### src/rtl/icb_dma_mst_pkg.sv
// Shared constants, widths and state encoding for the ICB DMA initiator.
package icb_dma_mst_pkg;

  localparam int unsigned ADR_STEP_DEF = 4;
  localparam int unsigned ADR_W        = 20;
  localparam int unsigned DAT_W        = 32;
  localparam int unsigned LEN_W        = 16;

  typedef enum logic [1:0] {
    ST_IDLE = 2'd0,
    ST_RD   = 2'd1,
    ST_WR   = 2'd2,
    ST_FIN  = 2'd3
  } dma_state_e;

  // Byte address advance; wraps modulo 2^ADR_W by truncation.
  function automatic logic [ADR_W-1:0] adr_next(input logic [ADR_W-1:0] adr,
                                                input int unsigned      step);
    return adr + ADR_W'(step);
  endfunction

endpackage

### src/rtl/icb_tmo_cnt.sv
// Per-request timeout counter: cleared by load, counts while en is high and
// flags expiry on the TMO_CYC-th counted cycle.
module icb_tmo_cnt #(
  parameter int unsigned TMO_CYC = 255
) (
  input  logic clk,
  input  logic rst,
  input  logic load,
  input  logic en,
  output logic expire
);

  localparam logic [15:0] LAST_CNT = 16'(TMO_CYC - 1);

  logic [15:0] cnt_r;

  // cycles spent so far in the current request
  always_ff @(posedge clk or negedge rst) begin
    if (!rst) begin
      cnt_r <= 16'd0;
    end else if (load) begin
      cnt_r <= 16'd0;
    end else if (en && !expire) begin
      cnt_r <= cnt_r + 16'd1;
    end else begin
      cnt_r <= cnt_r;
    end
  end

  assign expire = en && (cnt_r == LAST_CNT);

endmodule

### src/rtl/icb_dma_mst.sv
// ICB DMA initiator: copies len 32-bit words from src_adr to dst_adr with a
// single outstanding read or write request and a per-request timeout.
module icb_dma_mst
  import icb_dma_mst_pkg::*;
#(
  parameter int unsigned TMO_CYC  = 255,
  parameter int unsigned ADR_STEP = ADR_STEP_DEF
) (
  input  logic              clk,
  input  logic              rst,
  input  logic              start,
  input  logic              abort,
  input  logic [ADR_W-1:0]  src_adr,
  input  logic [ADR_W-1:0]  dst_adr,
  input  logic [LEN_W-1:0]  len,
  output logic              busy,
  output logic              done,
  output logic              err,
  output logic [LEN_W-1:0]  words_left,
  output logic              icb_wr,
  output logic [ADR_W-1:0]  icb_wadr,
  output logic [DAT_W-1:0]  icb_wdat,
  input  logic              icb_wack,
  output logic              icb_rd,
  output logic [ADR_W-1:0]  icb_radr,
  input  logic [DAT_W-1:0]  icb_rdat,
  input  logic              icb_rack
);

  dma_state_e        state_r, state_s;
  logic              act_r, act_s;
  logic              rd_r, rd_s;
  logic              wr_r, wr_s;
  logic              busy_r, done_r;
  logic              err_r, err_s;
  logic [LEN_W-1:0]  left_r, left_s;
  logic [ADR_W-1:0]  radr_r, radr_s;
  logic [ADR_W-1:0]  wadr_r, wadr_s;
  logic [DAT_W-1:0]  hold_r, hold_s;
  logic              tmo_load_s;
  logic              tmo_expire_s;

  icb_tmo_cnt #(
    .TMO_CYC (TMO_CYC)
  ) u_tmo (
    .clk    (clk),
    .rst    (rst),
    .load   (tmo_load_s),
    .en     (act_r),
    .expire (tmo_expire_s)
  );

  // Each RD/WR visit spends its first cycle with the request low (act_r=0),
  // which guarantees the idle gap between consecutive requests.
  always_comb begin
    state_s    = state_r;
    act_s      = act_r;
    rd_s       = rd_r;
    wr_s       = wr_r;
    err_s      = err_r;
    left_s     = left_r;
    radr_s     = radr_r;
    wadr_s     = wadr_r;
    hold_s     = hold_r;
    tmo_load_s = 1'b0;
    case (state_r)
      ST_IDLE: begin
        if (start) begin
          err_s  = 1'b0;
          radr_s = src_adr;
          wadr_s = dst_adr;
          left_s = len;
          act_s  = 1'b0;
          if (len != 16'd0) begin
            state_s = ST_RD;
          end else begin
            state_s = ST_FIN;
          end
        end else begin
          state_s = ST_IDLE;
        end
      end
      ST_RD: begin
        if (!act_r) begin
          rd_s       = 1'b1;
          act_s      = 1'b1;
          tmo_load_s = 1'b1;
        end else if (icb_rack) begin
          hold_s  = icb_rdat;
          rd_s    = 1'b0;
          act_s   = 1'b0;
          state_s = ST_WR;
        end else if (tmo_expire_s) begin
          rd_s    = 1'b0;
          act_s   = 1'b0;
          err_s   = 1'b1;
          state_s = ST_FIN;
        end else begin
          rd_s = 1'b1;
        end
      end
      ST_WR: begin
        if (!act_r) begin
          wr_s       = 1'b1;
          act_s      = 1'b1;
          tmo_load_s = 1'b1;
        end else if (icb_wack) begin
          wr_s   = 1'b0;
          act_s  = 1'b0;
          radr_s = adr_next(radr_r, ADR_STEP);
          wadr_s = adr_next(wadr_r, ADR_STEP);
          left_s = left_r - 16'd1;
          if ((left_r == 16'd1) || abort) begin
            state_s = ST_FIN;
          end else begin
            state_s = ST_RD;
          end
        end else if (tmo_expire_s) begin
          wr_s    = 1'b0;
          act_s   = 1'b0;
          err_s   = 1'b1;
          state_s = ST_FIN;
        end else begin
          wr_s = 1'b1;
        end
      end
      ST_FIN: begin
        state_s = ST_IDLE;
      end
      default: begin
        state_s = ST_IDLE;
        act_s   = 1'b0;
        rd_s    = 1'b0;
        wr_s    = 1'b0;
      end
    endcase
  end

  // state and registered outputs; done trails FIN so it lands in IDLE
  always_ff @(posedge clk or negedge rst) begin
    if (!rst) begin
      state_r <= ST_IDLE;
      act_r   <= 1'b0;
      rd_r    <= 1'b0;
      wr_r    <= 1'b0;
      busy_r  <= 1'b0;
      done_r  <= 1'b0;
      err_r   <= 1'b0;
      left_r  <= 16'd0;
      radr_r  <= 20'd0;
      wadr_r  <= 20'd0;
      hold_r  <= 32'd0;
    end else begin
      state_r <= state_s;
      act_r   <= act_s;
      rd_r    <= rd_s;
      wr_r    <= wr_s;
      busy_r  <= (state_s != ST_IDLE);
      done_r  <= (state_r == ST_FIN);
      err_r   <= err_s;
      left_r  <= left_s;
      radr_r  <= radr_s;
      wadr_r  <= wadr_s;
      hold_r  <= hold_s;
    end
  end

  assign busy       = busy_r;
  assign done       = done_r;
  assign err        = err_r;
  assign words_left = left_r;
  assign icb_rd     = rd_r;
  assign icb_radr   = radr_r;
  assign icb_wr     = wr_r;
  assign icb_wadr   = wadr_r;
  assign icb_wdat   = hold_r;

endmodule

### config.mk
export PLATFORM = sky130hd
export DESIGN_NAME = icb_dma_mst
export DESIGN_NICKNAME = d
export VERILOG_FILES = /design/src/rtl/icb_dma_mst_pkg.sv /design/src/rtl/icb_tmo_cnt.sv /design/src/rtl/icb_dma_mst.sv
export SDC_FILE = /design/constraint.sdc
export NUM_CORES = 1
export LEC_CHECK = 0
export ABC_AREA = 0
export ABC_CLOCK_PERIOD_IN_PS = 2400
export BUFFER_PORTS_ARGS = -buffer_cell sky130_fd_sc_hd__buf_2
export CAP_MARGIN = 10
export CORE_MARGIN = 1.5
export CORE_UTILIZATION = 52
export CTS_CLUSTER_DIAMETER = 100
export CTS_CLUSTER_SIZE = 28
export DETAILED_ROUTE_END_ITERATION = 8
export HOLD_SLACK_MARGIN = 0.02
export PLACE_DENSITY = 0.89
export RECOVER_POWER = 25
export SLEW_MARGIN = 25
export SYNTH_ARGS = -nofsm -noshare
export SYNTH_HDL_FRONTEND = slang
export SYNTH_SLANG_ARGS = --single-unit
### constraint.sdc
create_clock -name clk -period 2.4 [get_ports clk]
set_clock_uncertainty 0.15 [all_clocks]
set_input_delay 0.24 -clock clk [delete_from_list [all_inputs] [get_ports clk]]
set_output_delay 0.24 -clock clk [all_outputs]
set_load 0.05 [all_outputs]
# --- Word level (Yosys, flattened, before mapping) ---
# Cells that the tools add are included.
classes:
  add_sub_neg: 4
  n_eq_ne: 11
  muxes: 38
  reduce_logical: 15
ops:
  columns: ["op", "n"]
  rows:
  - ["20-bit 2-to-1 mux", 6]
  - ["16-bit 2-to-1 mux", 5]
  - ["20-bit one-hot mux with 2 select lines", 2]
  - ["20-bit by 3-bit adder with 20-bit output (second input constant)", 2]
  - ["16-bit one-hot mux with 2 select lines", 1]
  - ["16-bit by 1-bit adder with 16-bit output (second input constant)", 1]
  - ["16-bit by 1-bit == test with 1-bit output (second input constant)", 1]
  - ["16-bit by 8-bit == test with 1-bit output (second input constant)", 1]
  - ["2-bit 2-to-1 mux", 8]
  - ["16-bit nonzero test", 1]
  - ["16-bit by 1-bit subtractor with 16-bit output (second input constant)", 1]
  - ["1-bit 2-to-1 mux", 13]
  - ["2-bit != test (second input constant)", 6]
  - ["2-bit one-hot mux with 4 select lines", 1]
  - ["1-bit one-hot mux with 3 select lines", 2]
  - ["6-bit AND reduction", 1]
  - ["2-bit nonzero test", 3]
  - ["2-bit == test (second input constant)", 2]
  - ["4-bit AND reduction", 1]
  - ["3-bit AND reduction", 1]
  - ["3-bit nonzero test", 1]
  - ["2-bit by 1-bit == test with 1-bit output (second input constant)", 1]
  - ["1-bit logical AND", 2]
  - ["2-bit zero test", 1]
  - ["4 further kinds", 4]
totals:
  regBits: 112
  input_bits: 94
  output_inout_bits: 93
  elab_cells: 80

# --- Depth between registers and ports, before layout ---
# Gate-level depths: netlist of run 1.
logic_depth:
  depth_word: 7
  mapped_depth: 10
  ltp_nobuf: 7

# --- By module ---
# A second synthesis of run 1 with hierarchy kept.
unflattened:
  hier_cells: 635
  hier_area_um2: 6366.1
modules_own_cells:
  columns: ["module", "n_inst", "cells_each", "area_each_um2", "seq_area_each_um2"]
  rows:
  - ["icb_dma_mst", 1, 535, 5400.2, 2402.3]
  - ["icb_tmo_cnt", 1, 100, 965.9, 400.4]

# --- Worst setup path after synthesis of run 1 ---
# OpenSTA, ideal clock, no wires.
synth_timing:
  path_kind: "reg-to-reg"
  startpoint: "reg radr_r[2] (netlist: icb_radr[2])"
  endpoint: "reg radr_r[16] (netlist: icb_radr[16])"
  setup_time_ns: 0.137
  arrival_ns: 1.831
  required_time_ns: 2.113
  setup_slack_ns: 0.282
  path_stages_with_launch: 7
  n_path_buf: 0
  period_less_slack_ns: 2.118
  path_cell_list: "dfrtp_1 -> ha_1 -> nand3_1 -> nor4_2 -> nand2_1 -> mux2i_1 -> a21oi_1"
synth_between:
  elab_chain_len: 4
synth_rtl:
  columns: ["element", "line_no", "source"]
  rows:
  - ["from (decl)", "icb_dma_mst.sv:37", "logic [ADR_W-1:0] radr_r, radr_s;"]
  - ["from (signal assigned)", "icb_dma_mst.sv:162", "radr_r <= radr_s;"]
  - ["20-bit by 3-bit adder with 20-bit output", "icb_dma_mst_pkg.sv:19", "return adr + ADR_W'(step);"]
  - ["20-bit 2-to-1 mux", "icb_dma_mst.sv:107", "end else if (icb_wack) begin"]
  - ["20-bit 2-to-1 mux", "icb_dma_mst.sv:103", "if (!act_r) begin"]
  - ["20-bit one-hot mux with 2 select lines", "icb_dma_mst.sv:66", "case (state_r)"]
# Every way passes these cells. The select of a mux whose other input is x is not followed.
# A chain may end at the register's enable or synchronous reset.

# --- Final worst setup path of run 1 ---
layout_timing:
  startpoint: "reg state_r[1]"
  endpoint: "reg busy_r (netlist: busy)"
layout_between:
  elab_cells_between_ends: 11
  cone_classes: "3 x eq/ne; 6 x mux; 2 x reduce/logical"
layout_lines:
  columns: ["element", "line_no", "source"]
  rows:
  - ["from (decl)", "icb_dma_mst.sv:30", "dma_state_e state_r, state_s;"]
  - ["from (signal assigned)", "icb_dma_mst.sv:154", "state_r <= state_s;"]
  - ["2-bit == test (tied with other cells)", "icb_dma_mst.sv:66", null]
  - ["2-bit one-hot mux with 4 select lines *", "icb_dma_mst.sv:66", null]
  - ["named net state_s[0]", "icb_dma_mst.sv:30", null]
  - ["2-bit nonzero test *", "icb_dma_mst.sv:158", "busy_r <= (state_s != ST_IDLE);"]
  - ["to (signal assigned)", "icb_dma_mst.sv:158", null]
  - ["to (decl)", "icb_dma_mst.sv:34", "logic busy_r, done_r;"]
# The timed path passes the listed nets; every way through them passes the cells marked *.

==> metrics.txt, run 1 <==
# TYPE chip_impl_metric gauge
chip_impl_metric{name="floorplan.die_area",unit="sq um"} 12030
chip_impl_metric{name="timing_worst_slew_pin_value",unit="ns"} 0.8050
chip_impl_info{name="cts_tree",value="yes"} 1
chip_impl_metric{name="port_buffers",unit=""} 186
chip_impl_metric{name="netlist.area_leader.share",unit="%"} 47.36
chip_impl_metric{name="hold_path_depth",unit=""} 3
chip_impl_metric{name="slew_headroom",unit="%"} 46.34
chip_impl_metric{name="core-area",unit="sq um"} 10980
chip_impl_metric{name="synth_warnings",unit=""} 0
chip_impl_info{name="end_kind",value="flip-flop"} 1
chip_impl_metric{name="setup-violations-final",unit=""} 0
chip_impl_info{name="grt-busiest-layer",value="met2"} 1
chip_impl_metric{name="post_cts_buffers",unit=""} 0
chip_impl_metric{name="power_per_cell_area",unit="nW/um^2"} 1204
chip_impl_metric{name="cts_buf_count",unit=""} 9
chip_impl_metric{name="synth-edff-count",unit=""} 0
chip_impl_metric{name="maximum_vdd_ir_drop",unit="uV"} 916.9
chip_impl_metric{name="synth.cell_area",unit="sq um"} 5918
chip_impl_metric{name="wirelength",unit="um"} 17540
chip_impl_metric{name="fmax",unit="MHz"} 443.4
chip_impl_metric{name="total_placed_instance_area",unit="sq um"} 7034
chip_impl_info{name="regToRegEndpoint",value="busy$_DFF_PN0_"} 1
chip_impl_metric{name="routedWlPerCell",unit="um"} 17.86
chip_impl_info{name="hold_path_end",value="words_left[1]$_DFFE_PN0P_"} 1
chip_impl_info{name="outcome",value="finished clean"} 1
chip_impl_metric{name="synthesized_nets",unit=""} 696
chip_impl_metric{name="dp_hpwl",unit="um"} 11620
chip_impl_metric{name="num-nets-final",unit=""} 941
chip_impl_metric{name="fin_cells",unit=""} 982
chip_impl_metric{name="placed_cells",unit=""} 905
chip_impl_metric{name="yosys_register_bits",unit=""} 112
chip_impl_metric{name="hold_viol_final",unit=""} 0
chip_impl_metric{name="synthesis_to_layout_area_growth",unit="%"} 34.86
chip_impl_metric{name="gr-usage-met1",unit="%"} 36.77
chip_impl_metric{name="ys_seq_area_share",unit="%"} 47.36
chip_impl_metric{name="final_layout_size_suffix_gt1_share",unit="%"} 32.54
chip_impl_info{name="reg2reg_launch_point",value="state_r[1]$_DFF_PN0_"} 1
chip_impl_metric{name="worst_ep_required_time",unit="ns"} 2.54
chip_impl_metric{name="slew_violations",unit=""} 0
chip_impl_metric{name="place.gp.congestion",unit=""} 0.8986
chip_impl_info{name="worstHoldStart",value="len[1]"} 1
chip_impl_metric{name="htreeDepth",unit=""} 3
chip_impl_metric{name="grt_util_met2",unit="%"} 50.80
chip_impl_metric{name="grt_pass1_wl",unit="um"} 27850
chip_impl_metric{name="grt.overflow.total",unit=""} 0
chip_impl_metric{name="crit_path_max_fanout",unit=""} 7
chip_impl_metric{name="cp_data_arrival_time",unit="ns"} 2.39
chip_impl_metric{name="drcViolationCount",unit=""} 0
chip_impl_metric{name="r2r.worst_path.cells",unit=""} 7
chip_impl_metric{name="die_y",unit="um"} 109.7
chip_impl_metric{name="dp_worst_setup_slack",unit="ns"} 0.09255
chip_impl_metric{name="min_period_over_period",unit="%"} 93.96
chip_impl_metric{name="static_leakage",unit="nW"} 3.706
chip_impl_metric{name="synthesis.instances",unit=""} 592
chip_impl_metric{name="vias_per_cell",unit=""} 6.032
chip_impl_metric{name="synth.distinct_cells",unit=""} 66
chip_impl_metric{name="cell_area_after_layout",unit="sq um"} 7981
chip_impl_metric{name="asyncSetResetFlopFracSynth",unit="%"} 100.0
chip_impl_info{name="synth-main-ff-cell",value="sky130_fd_sc_hd__dfrtp_1"} 1
chip_impl_metric{name="clock_insertion_delay_worst_skew",unit="ns"} 0.35
chip_impl_metric{name="drt-initial-drc-count",unit=""} 424
chip_impl_metric{name="start_util",unit="%"} 53.88
chip_impl_info{name="ys_top_cells_by_count",value="sky130_fd_sc_hd__dfrtp_1 (112), sky130_fd_sc_hd__nand2_1 (57), sky130_fd_sc_hd__a21oi_1 (54)"} 1
chip_impl_metric{name="gr-usage-met3",unit="%"} 6.224
chip_impl_metric{name="detail_route.first_pass.iterations",unit=""} 5
chip_impl_metric{name="die_w",unit="um"} 109.7
chip_impl_metric{name="synthesis.area_per_instance",unit="sq um"} 9.997
chip_impl_metric{name="setup_ws",unit="ns"} 0.1449
chip_impl_metric{name="finalSetupTns",unit="ns"} 0
chip_impl_metric{name="first_global_vias",unit=""} 5831
chip_impl_info{name="criticalPathCategory",value="reg -> reg"} 1
chip_impl_info{name="grt_setup_unrepaired",value="false"} 1
chip_impl_metric{name="clockBufferDepth",unit=""} 2
chip_impl_info{name="post_synth_main_area_contributors",value="sky130_fd_sc_hd__dfrtp_1 (47%), sky130_fd_sc_hd__mux2_2 (6.3%), sky130_fd_sc_hd__a21oi_1 (4.6%)"} 1
chip_impl_metric{name="worst-r2r-setup-slack",unit="ns"} 0.14
chip_impl_info{name="post-synth-top-area-cell",value="sky130_fd_sc_hd__dfrtp_1"} 1
chip_impl_metric{name="clk_transition_reported_paths",unit="ns"} 0.08
chip_impl_info{name="hold_path.class",value="in -> reg"} 1
chip_impl_metric{name="cap_viol_max_count",unit=""} 0
chip_impl_info{name="synth_most_common_cell",value="sky130_fd_sc_hd__dfrtp_1"} 1
chip_impl_info{name="crit_path_start_kind",value="flip-flop"} 1
chip_impl_metric{name="cts.sink_count",unit=""} 112
chip_impl_metric{name="gr-usage-all-layers",unit="%"} 29.73
chip_impl_metric{name="finalCriticalPeriod",unit="ns"} 2.255
chip_impl_metric{name="top_level_ports",unit=""} 187
chip_impl_metric{name="drt.antenna.violating_nets",unit=""} 0
chip_impl_metric{name="routed-via-count",unit=""} 5923
chip_impl_metric{name="antenna-diode-count",unit=""} 0
chip_impl_metric{name="antenna_found_initial",unit=""} 0
chip_impl_info{name="clock-root-buffer",value="sky130_fd_sc_hd__clkbuf_16"} 1
chip_impl_metric{name="num_rows",unit=""} 38
chip_impl_metric{name="pin_count_of_the_biggest_net_entering_global_routing",unit=""} 42
## what timing repair did
item | 4_1_cts | 5_1_grt
setup endpoints to repair | 0 | 20
gates resized for setup | 0 | 4
hold buffers | 61 | 0
endpoints found under the hold margin | 88 | 0
## worst max path at each step
| stage | startpoint | endpoint |
|---|---|---|
| CTS | state_r[1]$_DFF_PN0_ | icb_radr[18]$_DFFE_PN0P_ |
| floorplan | icb_radr[2]$_DFFE_PN0P_ | icb_radr[16]$_DFFE_PN0P_ |
| global route | state_r[1]$_DFF_PN0_ | icb_radr[17]$_DFFE_PN0P_ |
| finish | state_r[1]$_DFF_PN0_ | busy$_DFF_PN0_ |
| detailed placement | state_r[1]$_DFF_PN0_ | icb_radr[18]$_DFFE_PN0P_ |
| global placement | state_r[0]$_DFF_PN0_ | icb_radr[14]$_DFFE_PN0P_ |
## state kept, by name, summed over array words and instances, names as in the netlist
signal and flops:
icb_rd 1, busy 1, words_left 16, err 1, act_r 1, done 1, icb_wadr 20, u_tmo.cnt_r 16
icb_radr 20, icb_wdat 32, state_r 2, icb_wr 1
## worst max-delay path: stages, from the launching register on
cell	delay (ns)
sky130_fd_sc_hd__dfrtp_1	0.43
sky130_fd_sc_hd__inv_1	0.14
sky130_fd_sc_hd__ha_1	0.30
sky130_fd_sc_hd__nor2b_1	0.25
sky130_fd_sc_hd__a21boi_0	0.27
sky130_fd_sc_hd__o21ai_0	0.11
sky130_fd_sc_hd__o31ai_1	0.38
sky130_fd_sc_hd__nand3b_1	0.16
## kinds of logic after synthesis
group	count (synthesis)	share of synthesized area, %
buf+inv	41	3.277
fa+ha+maj	10	2.114
flops	112	47.36
simple gates	200	19.05
mux	58	10.51
xor+xnor	4	0.5921
compound gates	167	17.10
## routing by layer
metal | wire, um | up-vias
li1 | - | 2722
met1 | 6933 | 2864
met2 | 8730 | 289
met3 | 1377 | 48
met4 | 495 | 0
met5 | 0 | -
## final cells by class
| class | count | area (sq um) |
|---|---|---|
| timing repair buffer | 265 | 1690 |
| fill | 745 | 3002 |
| clock inverter | 5 | 85.08 |
| clock buffer | 11 | 252.7 |
| sequential | 112 | 2803 |
| inverter | 10 | 37.54 |
| tap | 140 | 175.2 |
| multi-input combinational | 439 | 2938 |
## through the flow
step | utilization, % | total power, W | hold slack (ns)
after floorplan | - | 0.006531 | -0.2056
after global placement | 64.05 | 0.007616 | 0.05446
after detailed placement | 64.05 | 0.007783 | 0.06168
after CTS | 72.68 | 0.009574 | 0.02116
after global routing | 72.67 | 0.01008 | 0.03878
final | 72.67 | 0.009613 | 0.02842
## cells in the final DEF, fill, tap and decap left out, drive strengths merged, types with 3 or more instances in the layout
| master | count |
|---|---|
| nor2 | 22 |
| o211ai | 3 |
| nor3 | 8 |
| a21oi | 54 |
| nand3 | 42 |
| a221o | 4 |
| nand2 | 57 |
| dfrtp | 112 |
| xnor2 | 3 |
| o21ai | 39 |
| buf | 201 |
| nor3b | 3 |
| o21a | 3 |
| o221a | 3 |
| and2 | 6 |
| inv | 12 |
| or3 | 3 |
| dlygate4sd3 | 61 |
| nand2b | 3 |
| nand4 | 16 |
| nor4 | 10 |
| mux2i | 25 |
| and3 | 12 |
| and4 | 8 |
| o22ai | 40 |
| mux2 | 33 |
| ha | 10 |
| clkbuf | 14 |
| nor2b | 3 |
## report_power, final
group	leakage, nW	total [W]	switching (W)	internal (W)
Clock	0.163	0.00170	0.000724	0.000981
Combinational	2.19	0.00471	0.00340	0.00131
Sequential	1.36	0.00320	0.000698	0.00251
No activity file was read; power rests on OpenSTA's default activity.
==> inputs of run 2 (changes only) <==
--- a/config.mk
+++ b/config.mk
@@ -15,7 +15,7 @@
 export CTS_CLUSTER_SIZE = 28
 export DETAILED_ROUTE_END_ITERATION = 8
 export HOLD_SLACK_MARGIN = 0.02
-export PLACE_DENSITY = 0.89
+export PLACE_DENSITY = 0.81
 export RECOVER_POWER = 25
 export SLEW_MARGIN = 25
 export SYNTH_ARGS = -nofsm -noshare
==> metrics.txt, run 2 (synthesis gave the netlist of run 1 again) <==
# TYPE chip_impl_metric gauge
chip_impl_metric{name="top_level_ports",unit=""} 187
chip_impl_metric{name="htreeDepth",unit=""} 3
chip_impl_metric{name="worst_ep_required_time",unit="ns"} 2.54
chip_impl_metric{name="finalSetupTns",unit="ns"} 0
chip_impl_info{name="crit_path_start_kind",value="flip-flop"} 1
chip_impl_metric{name="cap_viol_max_count",unit=""} 0
chip_impl_metric{name="finalCriticalPeriod",unit="ns"} 2.275
chip_impl_info{name="reg2reg_launch_point",value="state_r[1]$_DFF_PN0_"} 1
chip_impl_metric{name="floorplan.die_area",unit="sq um"} 12030
chip_impl_metric{name="static_leakage",unit="nW"} 3.608
chip_impl_info{name="critical-path-top-delay-family",value="compound AO/OA/AOI/OAI gates"} 1
chip_impl_metric{name="clock_insertion_delay_worst_skew",unit="ns"} 0.36
chip_impl_metric{name="core-area",unit="sq um"} 10980
chip_impl_info{name="critical-path-slowest-cell",value="sky130_fd_sc_hd__dfrtp_1"} 1
chip_impl_metric{name="start_util",unit="%"} 53.88
chip_impl_info{name="hold_path.class",value="in -> reg"} 1
chip_impl_metric{name="detail_route.first_pass.iterations",unit=""} 5
chip_impl_metric{name="gr-usage-all-layers",unit="%"} 28.11
chip_impl_metric{name="critical_path_buf_inv_count",unit=""} 1
chip_impl_metric{name="timing_worst_slew_pin_value",unit="ns"} 1.202
chip_impl_metric{name="largest_reg_flops",unit=""} 32
chip_impl_metric{name="antenna_found_initial",unit=""} 0
chip_impl_metric{name="cp_data_arrival_time",unit="ns"} 2.41
chip_impl_info{name="layout.cells.most_common_list",value="sky130_fd_sc_hd__buf_2 (159), sky130_fd_sc_hd__dfrtp_1 (112), sky130_fd_sc_hd__dlygate4sd3_1 (59)"} 1
chip_impl_metric{name="critical_path_cell_count",unit=""} 7
chip_impl_info{name="timing.critical_path.cells",value="inv_1 > ha_1 > nor2b_1 > a21boi_0 > o21ai_0 > o31ai_1 > nand3b_1"} 1
chip_impl_info{name="cts_tree",value="yes"} 1
chip_impl_metric{name="clk_transition_reported_paths",unit="ns"} 0.07
chip_impl_metric{name="setup-violations-final",unit=""} 0
chip_impl_metric{name="worst-r2r-setup-slack",unit="ns"} 0.12
chip_impl_metric{name="cts_buf_count",unit=""} 9
chip_impl_metric{name="routedWlPerCell",unit="um"} 17.01
chip_impl_metric{name="dp_hpwl",unit="um"} 11140
chip_impl_metric{name="detail_route_met2_wl",unit="um"} 8324
chip_impl_info{name="outcome",value="finished clean"} 1
chip_impl_metric{name="pin_count_of_the_biggest_net_entering_global_routing",unit=""} 48
chip_impl_metric{name="synthesis_to_layout_area_growth",unit="%"} 33.81
chip_impl_metric{name="power_per_cell_area",unit="nW/um^2"} 1193
chip_impl_metric{name="drt.antenna.violating_nets",unit=""} 0
chip_impl_metric{name="cts.sink_count",unit=""} 112
chip_impl_metric{name="drt-initial-drc-count",unit=""} 394
chip_impl_metric{name="r2r.worst_path.cells",unit=""} 7
chip_impl_metric{name="hold_viol_final",unit=""} 0
chip_impl_info{name="end_kind",value="flip-flop"} 1
chip_impl_metric{name="routedLengthMet1",unit="um"} 6844
chip_impl_metric{name="layout.core_utilization",unit="%"} 72.10
chip_impl_metric{name="wirelength",unit="um"} 16620
chip_impl_metric{name="place.gp.congestion",unit=""} 0.8867
chip_impl_metric{name="port_buffers",unit=""} 186
chip_impl_info{name="top_signal_layer_used",value="met4"} 1
chip_impl_metric{name="grt_pass1_wl",unit="um"} 26540
chip_impl_metric{name="min_period_over_period",unit="%"} 94.79
chip_impl_info{name="mostFrequentLayoutCell",value="sky130_fd_sc_hd__buf_2"} 1
chip_impl_metric{name="fmax",unit="MHz"} 439.5
chip_impl_metric{name="critical_path.max_stage_delay",unit="ns"} 0.45
chip_impl_metric{name="routed-via-count",unit=""} 5738
chip_impl_metric{name="slew_headroom",unit="%"} 19.86
chip_impl_info{name="critPathCapture",value="busy$_DFF_PN0_"} 1
chip_impl_metric{name="slew_violations",unit=""} 0
chip_impl_info{name="regToRegEndpoint",value="busy$_DFF_PN0_"} 1
chip_impl_metric{name="vias_per_cell",unit=""} 5.873
chip_impl_metric{name="final_layout_size_suffix_gt1_share",unit="%"} 29.15
chip_impl_metric{name="first_global_vias",unit=""} 5610
chip_impl_metric{name="num-nets-final",unit=""} 936
chip_impl_metric{name="die_y",unit="um"} 109.7
chip_impl_metric{name="crit_path_max_fanout",unit=""} 7
chip_impl_metric{name="antenna-diode-count",unit=""} 0
chip_impl_metric{name="num_rows",unit=""} 38
chip_impl_info{name="crit_path_start",value="state_r[1]$_DFF_PN0_"} 1
chip_impl_info{name="worstHoldStart",value="dst_adr[11]"} 1
chip_impl_metric{name="grt.overflow.total",unit=""} 0
chip_impl_metric{name="dr_wl_met3",unit="um"} 1164
chip_impl_metric{name="die_w",unit="um"} 109.7
chip_impl_metric{name="maximum_vdd_ir_drop",unit="uV"} 747.8
chip_impl_metric{name="clockBufferDepth",unit=""} 2
chip_impl_info{name="clock-root-buffer",value="sky130_fd_sc_hd__clkbuf_16"} 1
chip_impl_info{name="criticalPathCategory",value="reg -> reg"} 1
chip_impl_metric{name="drcViolationCount",unit=""} 0
chip_impl_metric{name="post_cts_buffers",unit=""} 0
chip_impl_info{name="grt_setup_unrepaired",value="false"} 1
## run 2: through the flow
| stage | instance area, sq um | hold WS (ns) | worst slack (ns) | instances | power [W] |
|---|---|---|---|---|---|
| after floorplan | 5918 | -0.2056 | 0.2818 | 592 | 0.006531 |
| after global placement | 7049 | 0.1361 | 0.2883 | 902 | 0.007660 |
| after detailed placement | 7049 | 0.1438 | 0.1854 | 902 | 0.007813 |
| after CTS | 7951 | 0.02153 | 0.1869 | 977 | 0.009481 |
| after global routing | 7919 | 0.03391 | 0.03013 | 977 | 0.009927 |
| final | 7919 | 0.02799 | 0.1249 | 977 | 0.009446 |
## run 2: power by group
part | total (W) | switching (W) | internal, W
clock | 0.00159 | 0.000755 | 0.000833
sequential | 0.00318 | 0.000677 | 0.00250
combinational | 0.00468 | 0.00339 | 0.00128
## run 2: how the worst min path moves through the flow
| stage | slack, ns | depth (start not counted) | end |
|---|---|---|---|
| 2_1_floorplan | -0.21 | 0 | act_r$_DFFE_PN0P_ |
| 3_3_place_gp | 0.14 | 1 | icb_wdat[14]$_DFFE_PN0P_ |
| 3_5_place_dp | 0.14 | 1 | icb_wdat[14]$_DFFE_PN0P_ |
| 4_1_cts | 0.02 | 3 | icb_radr[19]$_DFFE_PN0P_ |
| 5_1_grt | 0.03 | 3 | icb_wadr[18]$_DFFE_PN0P_ |
| 6_report | 0.03 | 2 | icb_wadr[11]$_DFFE_PN0P_ |
## run 2: worst register-to-register path, delay by kind of cell (launching register included)
kind	cells	cell delay [ns]
AO/OA/AOI/OAI	3	0.75
adder cells (fa/ha/maj)	1	0.31
buffers and inverters	1	0.13
flip-flops	1	0.45
AND/OR/NAND/NOR	2	0.43
## run 2: cell type report
type                            count  area, sq um
Timing Repair Buffer              260         1664
Clock buffer                        9        225.2
Inverter                           10        37.54
Tap cell                          140        175.2
Fill cell                         800         3064
Clock inverter                      7        86.33
Multi-Input combinational cell    439         2928
Sequential cell                   112         2803
## run 2: repair_timing
action | 4_1_cts | 5_1_grt
endpoints found under the hold margin | 103 | 0
gates resized for setup | 0 | 1
hold buffers | 59 | 0
setup endpoints to repair | 0 | 4
## run 2: routing by layer
| metal | up-vias | GRT usage [%] |
|---|---|---|
| li1 | 2718 | - |
| met2 | 248 | 48.49 |
| met5 | - | 0 |
| met1 | 2744 | 35.37 |
| met3 | 28 | 5.868 |
| met4 | 0 | 8.627 |
